$ cat config.mk
export PLATFORM = sky130hd
export DESIGN_NAME = early_debouncer_multi
export DESIGN_NICKNAME = d
export VERILOG_FILES = /design/src/rtl/debounce_pkg.sv /design/src/rtl/debounce_channel.sv /design/src/rtl/early_debouncer_multi.sv
export SDC_FILE = /design/constraint.sdc
export NUM_CORES = 1
export LEC_CHECK = 0
export ABC_CLOCK_PERIOD_IN_PS = 1700
export CORE_ASPECT_RATIO = 1.75
export CORE_MARGIN = 3
export CORE_UTILIZATION = 54
export CTS_CLUSTER_DIAMETER = 60
export CTS_CLUSTER_SIZE = 28
export DETAILED_ROUTE_END_ITERATION = 8
export PLACE_DENSITY = 0.71
export SYNTH_ARGS = -nofsm -noshare
export SYNTH_HDL_FRONTEND = slang
export SYNTH_SLANG_ARGS = --single-unit
$ cat constraint.sdc
create_clock -name clk -period 1.7 [get_ports clk]
set_input_delay 0.34 -clock clk [delete_from_list [all_inputs] [get_ports clk]]
set_output_delay 0.34 -clock clk [all_outputs]
set_load 0.1 [all_outputs]
$ cat src/rtl/debounce_pkg.sv
// debounce_pkg: shared state encoding and default lockout length for the early debouncer
package debounce_pkg;
   typedef enum logic [1:0] {START = 2'b00, WAIT1 = 2'b01, HOLD = 2'b10, WAIT2 = 2'b11} state_t;
   localparam int LOCK_DEFAULT = 2000000;
endpackage

$ cat src/rtl/debounce_channel.sv
// debounce_channel: one leading-edge debouncer channel; optional input synchroniser under DEBOUNCE_SYNC_EN
module debounce_channel
   import debounce_pkg::*;
#(
   parameter int LOCK_CYCLES = LOCK_DEFAULT
) (
   input  logic clk,
   input  logic reset,
   input  logic in,
   output logic out,
   output logic rise,
   output logic fall,
   output logic busy
);
   localparam int CNT_W = $clog2(LOCK_CYCLES);
   state_t state;
   logic [CNT_W-1:0] cnt;
   logic samp;
   logic last;
`ifdef DEBOUNCE_SYNC_EN
   logic [1:0] sync;
   // two-flop synchroniser ahead of the FSM for asynchronous pins
   always_ff @(posedge clk) sync <= reset ? 2'b00 : {sync[0], in};
   assign samp = sync[1];
`else
   assign samp = in;
`endif
   assign last = cnt == CNT_W'(LOCK_CYCLES - 1);
   // accept the first edge at once, then ignore the input until the lockout counter expires
   always_ff @(posedge clk) begin
      if (reset) begin
         state <= START;
         cnt   <= '0;
      end else begin
         case (state)
            START: begin
               cnt <= '0;
               if (samp) state <= WAIT1;
            end
            WAIT1: begin
               cnt <= last ? '0 : cnt + 1'b1;
               if (last) state <= HOLD;
            end
            HOLD: begin
               cnt <= '0;
               if (!samp) state <= WAIT2;
            end
            WAIT2: begin
               cnt <= last ? '0 : cnt + 1'b1;
               if (last) state <= START;
            end
            default: begin
               state <= START;
               cnt   <= '0;
            end
         endcase
      end
   end
   // level and strobes decode straight from the registered state and counter
   always_comb begin
      out  = state == WAIT1 || state == HOLD;
      busy = state == WAIT1 || state == WAIT2;
      rise = state == WAIT1 && cnt == '0;
      fall = state == WAIT2 && cnt == '0;
   end
endmodule

$ cat src/rtl/early_debouncer_multi.sv
// early_debouncer_multi: N_CH independent leading-edge debouncers; DEBOUNCE_SYNC_EN adds input synchronisers
module early_debouncer_multi
   import debounce_pkg::*;
#(
   parameter int N_CH        = 4,
   parameter int LOCK_CYCLES = LOCK_DEFAULT
) (
   input  logic            clk,
   input  logic            reset,
   input  logic [N_CH-1:0] in,
   output logic [N_CH-1:0] out,
   output logic [N_CH-1:0] rise,
   output logic [N_CH-1:0] fall,
   output logic [N_CH-1:0] busy
);
   for (genvar i = 0; i < N_CH; i++) begin : g_ch
      debounce_channel #(.LOCK_CYCLES(LOCK_CYCLES)) u_ch (
         .clk  (clk),
         .reset(reset),
         .in   (in[i]),
         .out  (out[i]),
         .rise (rise[i]),
         .fall (fall[i]),
         .busy (busy[i])
      );
   end
endmodule
**After elaboration in Yosys (flattened, before gate mapping)**

Index checks and enable logic that the tools add are counted.

- Bits in registers: 92
- Bits of input ports: 6
- Logic and storage cells: 108

- $add $sub $neg: 4
- Equality and inequality tests: 32
- Multiplexer cells: 28
- Reduce and logical (&&, ||, !) cells: 36

Operators with widths:

| operator | count |
|---|---|
| 21-bit one-hot mux with 2 select lines | 4 |
| 21-bit by 1-bit adder with 21-bit output, second input constant | 4 |
| 21-bit == test, second input constant | 4 |
| 21-bit logical NOT | 4 |
| 21-bit two-way mux | 4 |
| 2-bit two-way mux | 16 |
| 2-bit one-hot mux with 4 select lines | 4 |
| 2-bit == test, second input constant | 8 |
| 2-bit by 1-bit != test with 1-bit output, second input constant | 8 |
| 2-bit != test, second input constant | 8 |
| 4-bit AND reduction | 4 |
| 2-bit OR reduction | 8 |
| 2-bit by 1-bit == test with 1-bit output, second input constant | 4 |
| 1-bit logical AND | 8 |
| 2-bit logical NOT | 4 |
| 1-bit logical OR | 8 |

**Depth between registers and ports, before layout**

- Depth after elaboration: 3
- Gate-level depth with buffers: 7

**Cells and area by module**

A second synthesis with hierarchy kept.

- Cell total of the unflattened synthesis: 588
- Area total of the unflattened synthesis: 4908.5 um^2

Modules (own cells, without submodules):

| module | instances | cells each | area each (um^2) | sequential area each (um^2) |
|---|---|---|---|---|
| debounce_channel at g_ch[0].u_ch ... | 3 | 147 | 1227.4 | 460.4 |
| debounce_channel at g_ch[1].u_ch | 1 | 147 | 1226.2 | 460.4 |

**Least setup slack after synthesis**

OpenSTA, ideal clock, no wires.

- Path kind: flip-flop to output port
- Start point: reg g_ch[1].u_ch.cnt[0]
- End point: out fall[1]
- Data arrival time: 1634 ps
- Setup slack: -274 ps
- Stages on the path, launching flop included: 7
- Path buffers: 1
- Cell sequence: dfxtp_1 > inv_1 > ha_1 > or4b_2 > nor3_1 > and2_1 > buf_4

- Word-level cells in the longest chain between the ends: 2

Ends and longest elaborated chain:

| item | line | text |
|---|---|---|
| from (decl) | debounce_channel.sv:17 | `logic [CNT_W-1:0] cnt;` |
| from (signal assigned) | debounce_channel.sv:41 | `cnt <= last ? '0 : cnt + 1'b1;` |
| from (signal assigned) | debounce_channel.sv:49 | `cnt <= last ? '0 : cnt + 1'b1;` |
| 21-bit logical NOT | debounce_channel.sv:64 | `fall = state == WAIT2 && cnt == '0;` |
| 1-bit logical AND | debounce_channel.sv:64 |  |
| to (decl) | early_debouncer_multi.sv:13 | `output logic [N_CH-1:0] fall,` |

No other way between the ends.

**Final worst setup path**

- Start point: reg g_ch[0].u_ch.cnt[12]
- End point: out rise[0]

- Word-level cells in the longest chain between the ends: 2

Ends and longest elaborated chain:

| item | line | text |
|---|---|---|
| from (decl) | debounce_channel.sv:17 |  |
| from (signal assigned) | debounce_channel.sv:41 |  |
| from (signal assigned) | debounce_channel.sv:49 |  |
| 21-bit logical NOT | debounce_channel.sv:63 | `rise = state == WAIT1 && cnt == '0;` |
| 1-bit logical AND | debounce_channel.sv:63 |  |
| to (decl) | early_debouncer_multi.sv:12 | `output logic [N_CH-1:0] rise,` |

No other way between the ends.

==> flow_metrics.py <==
metrics = {
    "floorplan": {
        "fp.dieH_um": 128.4,
        "initial_utilization": 0.5557,
        "die_w_um": 75.92,
        "rows": 44,
        "dieArea_um2": 9744,
        "core_um2": 8313,
        "ios": 22,
    },
    "critical_path": {
        "path_max_fanout": 2,
        "worst_setup_path_end_kind": "output pin",
        "rr_worst_depth": 11,
        "cp-startpoint": "g_ch[0].u_ch.cnt[12]$_SDFF_PP0_",
        "worstReg2RegStart": "g_ch[0].u_ch.cnt[12]$_SDFF_PP0_",
        "required_ps": 1360,
        "critPathKind": "reg2out",
        "endpoint": "rise[0]",
        "rrSetupSlack_ps": -480,
        "startpoint_type": "register",
        "reg2reg_to": "g_ch[0].u_ch.cnt[12]$_SDFF_PP0_",
        "arrival_ps": 1880,
    },
    "detailed_routing": {
        "detail_route.iter0.violations": 214,
        "ant_nets": 0,
        "route.detailed.drc": 0,
        "viasPerCell": 5.525,
        "dr_total_vias": 4276,
        "totalWireLength_um": 13150,
        "firstDrtPassIters": 4,
        "routedWlPerCell_um": 16.98,
    },
    "global_routing": {
        "track_usage": 0.2423,
        "grt_pass1_vias": 4362,
        "grt_pass1_wl_um": 19120,
        "antenna_found_initial": 0,
        "grt_max_degree": 18,
        "grt.overflow.total": 0,
    },
    "power": {
        "cellPowerDensity_nw_per_um2": 1376,
        "swShare": 0.4069,
        "switchingPower_mw": 3.781,
        "combPwrFrac": 0.511,
        "power_frac_clock": 0.222,
        "total_power_mw": 9.292,
        "internal-power_mw": 5.511,
        "power_leakage_nw": 2.628,
        "peakVddDrop_mv": 1.637,
        "power_frac_seq": 0.266,
    },
    "synth": {
        "yosys.area.top_type_share": 0.3987,
        "synth_seq_area_share": 0.3987,
        "ys.flop_type": "dfxtp_1",
        "synth_top_cell_by_area": "dfxtp_1",
        "netlist_top_cells_area": "dfxtp_1 (40%), xor2_1 (11%), nor2_1 (8.6%), ha_1 (6.5%), nand3_1 (3.8%)",
        "synthCells": 536,
        "synth_area_um2": 4619,
        "async_reset_ff_frac": 0,
        "yosysUniqueCellTypes": 43,
        "ys_warn_count": 0,
        "avgSynthCellArea_um2": 8.618,
        "synth_edf_count": 0,
        "synth_nets": 566,
        "ys_seq_elements": 92,
    },
    "clocking": {
        "clk_pin_slew_ps": 70,
        "cts.sinks": 92,
        "cts_made_buffers": 9,
        "clockBufferDepth": 2,
        "cts_tree": "built",
        "clk_latency_ps": 350,
        "h-tree-depth": 3,
        "cts_hold_buffers": 0,
        "cts_root_buffer": "clkbuf_16",
    },
    "place": {
        "gp_congestion": 0.8499,
        "dp_hpwl_um": 7310,
        "place_ws_ps": -174.7,
        "io_buffers": 21,
    },
    "sta": {
        "relSlewSlack": 0.7164,
        "hold_slack_ps": 474.3,
        "rsz0062_at_grt": "yes",
        "period_minus_slack_ps": 2224,
        "fin_crit_sh": 1.308,
        "final_hold_viol_count": 0,
        "tightest_slew_ps": 413.6,
        "fmax_mhz": 449.6,
        "fin_setup_tns_ps": -18410,
        "finalMaxSlewViolations": 0,
        "post-route-worst-setup-slack_ps": -524.1,
        "finalSetupViolations": 58,
        "skew_ps": 9.552,
    },
    "run_status": {
        "status": "finished with violations",
        "failed_checks": "setup timing",
    },
    "finish": {
        "mostFrequentLayoutCell": "nor2_1",
        "drive_gt1_frac": 0.3703,
        "nets": 685,
        "area_growth_syn_to_layout_pct": 46.15,
        "antenna_cells": 0,
        "final_cell_mix": "nor2_1 (98), buf_4 (95), dfxtp_1 (76)",
        "final_core_util": 0.8122,
    },
    "run": {
        "max-cap-violations": 0,
    },
    "worst_hold_path": {
        "min_path_type": "reg2reg",
    },
}
[cells by family (layout without fill, tap and decap cells)]
family	count (synthesis)	in the layout	synth area share
AO/OA/AOI/OAI	18	18	0.03332
XOR/XNOR	76	76	0.1441
adder cells (fa/ha/maj)	24	24	0.06501
buffers and inverters	53	173	0.06094
flip-flops	92	92	0.3987
multiplexers	3	3	0.006501
AND/OR/NAND/NOR	270	273	0.2914
[critical path: stages (launching register included)]
cell,delay [ps]
dfxtp_2,320
or4_4,550
nor2_4,140
and4_4,210
and2_4,150
buf_12,160
[through the flow]
| stage | area, um2 | cells |
|---|---|---|
| finish | 6751 | 774 |
| global route | 6751 | 774 |
| CTS | 6386 | 770 |
| detailed placement | 5640 | 729 |
| global placement | 5640 | 729 |
| floorplan | 4733 | 536 |
[power by group through the flow]
stage | Clock, mW | Combinational, mW | Sequential, mW
after floorplan | 0 | 2.74 | 2.42
after global placement | 0 | 3.55 | 2.42
after detailed placement | 0 | 3.63 | 2.43
after CTS | 2.05 | 4.09 | 2.40
after global routing | 2.14 | 4.93 | 2.49
final | 2.07 | 4.75 | 2.48
[layer usage]
layer	up-vias	wire, um	GRT usage	share of wire
met4	0	586	0.1398	0.045
met3	44	316	0.04062	0.024
li1	2032	-	-	-
met5	-	0	0	0
met2	90	7218	0.4749	0.55
met1	2110	5024	0.2370	0.38
[final cells by class]
class                           count  area [um2]
Sequential cell                    92        1874
Inverter                           27       111.4
Clock buffer                       10       239.0
Clock inverter                      5       60.06
Multi-Input combinational cell    394        3014
Fill cell                         467        1562
Timing Repair Buffer              131        1309
Tap cell                          115       143.9
[worst min-delay path by stage]
| stage | from | end | slack [ps] | depth (start not counted) |
|---|---|---|---|---|
| 4_1_cts | g_ch[0].u_ch.cnt[0]$_SDFF_PP0_ | g_ch[0].u_ch.cnt[0]$_SDFF_PP0_ | 470 | 1 |
| 3_5_place_dp | g_ch[3].u_ch.cnt[0]$_SDFF_PP0_ | g_ch[3].u_ch.cnt[0]$_SDFF_PP0_ | 460 | 1 |
| 6_report | g_ch[0].u_ch.cnt[0]$_SDFF_PP0_ | g_ch[0].u_ch.cnt[0]$_SDFF_PP0_ | 470 | 1 |
| 3_3_place_gp | g_ch[3].u_ch.cnt[0]$_SDFF_PP0_ | g_ch[3].u_ch.cnt[0]$_SDFF_PP0_ | 420 | 1 |
| 2_1_floorplan | reset | g_ch[3].u_ch.state[1]$_SDFFE_PP0P_ | 410 | 1 |
| 5_1_grt | g_ch[0].u_ch.cnt[0]$_SDFF_PP0_ | g_ch[0].u_ch.cnt[0]$_SDFF_PP0_ | 490 | 1 |
[Yosys cell counts (all sizes together) (10+ instances only)]
library cell,number
dfxtp,92
xnor2,19
nor2,106
nor4,17
nand3,36
nand2,36
ha,24
inv,27
nand4,21
and4,10
xor2,57
buf,24
[timing repair]
action,in CTS,in global routing
pin swaps,26,25
buffers inserted,23,11
endpoints found under the setup margin,86,107
gates resized for setup,60,69
gates cloned,4,2
[flip-flops by register name, summed over array words and instances, names as in the netlist]
name	cells
g_ch.u_ch.cnt	84
g_ch.u_ch.state	8
Note: power is estimated with default switching activity, not from simulation.
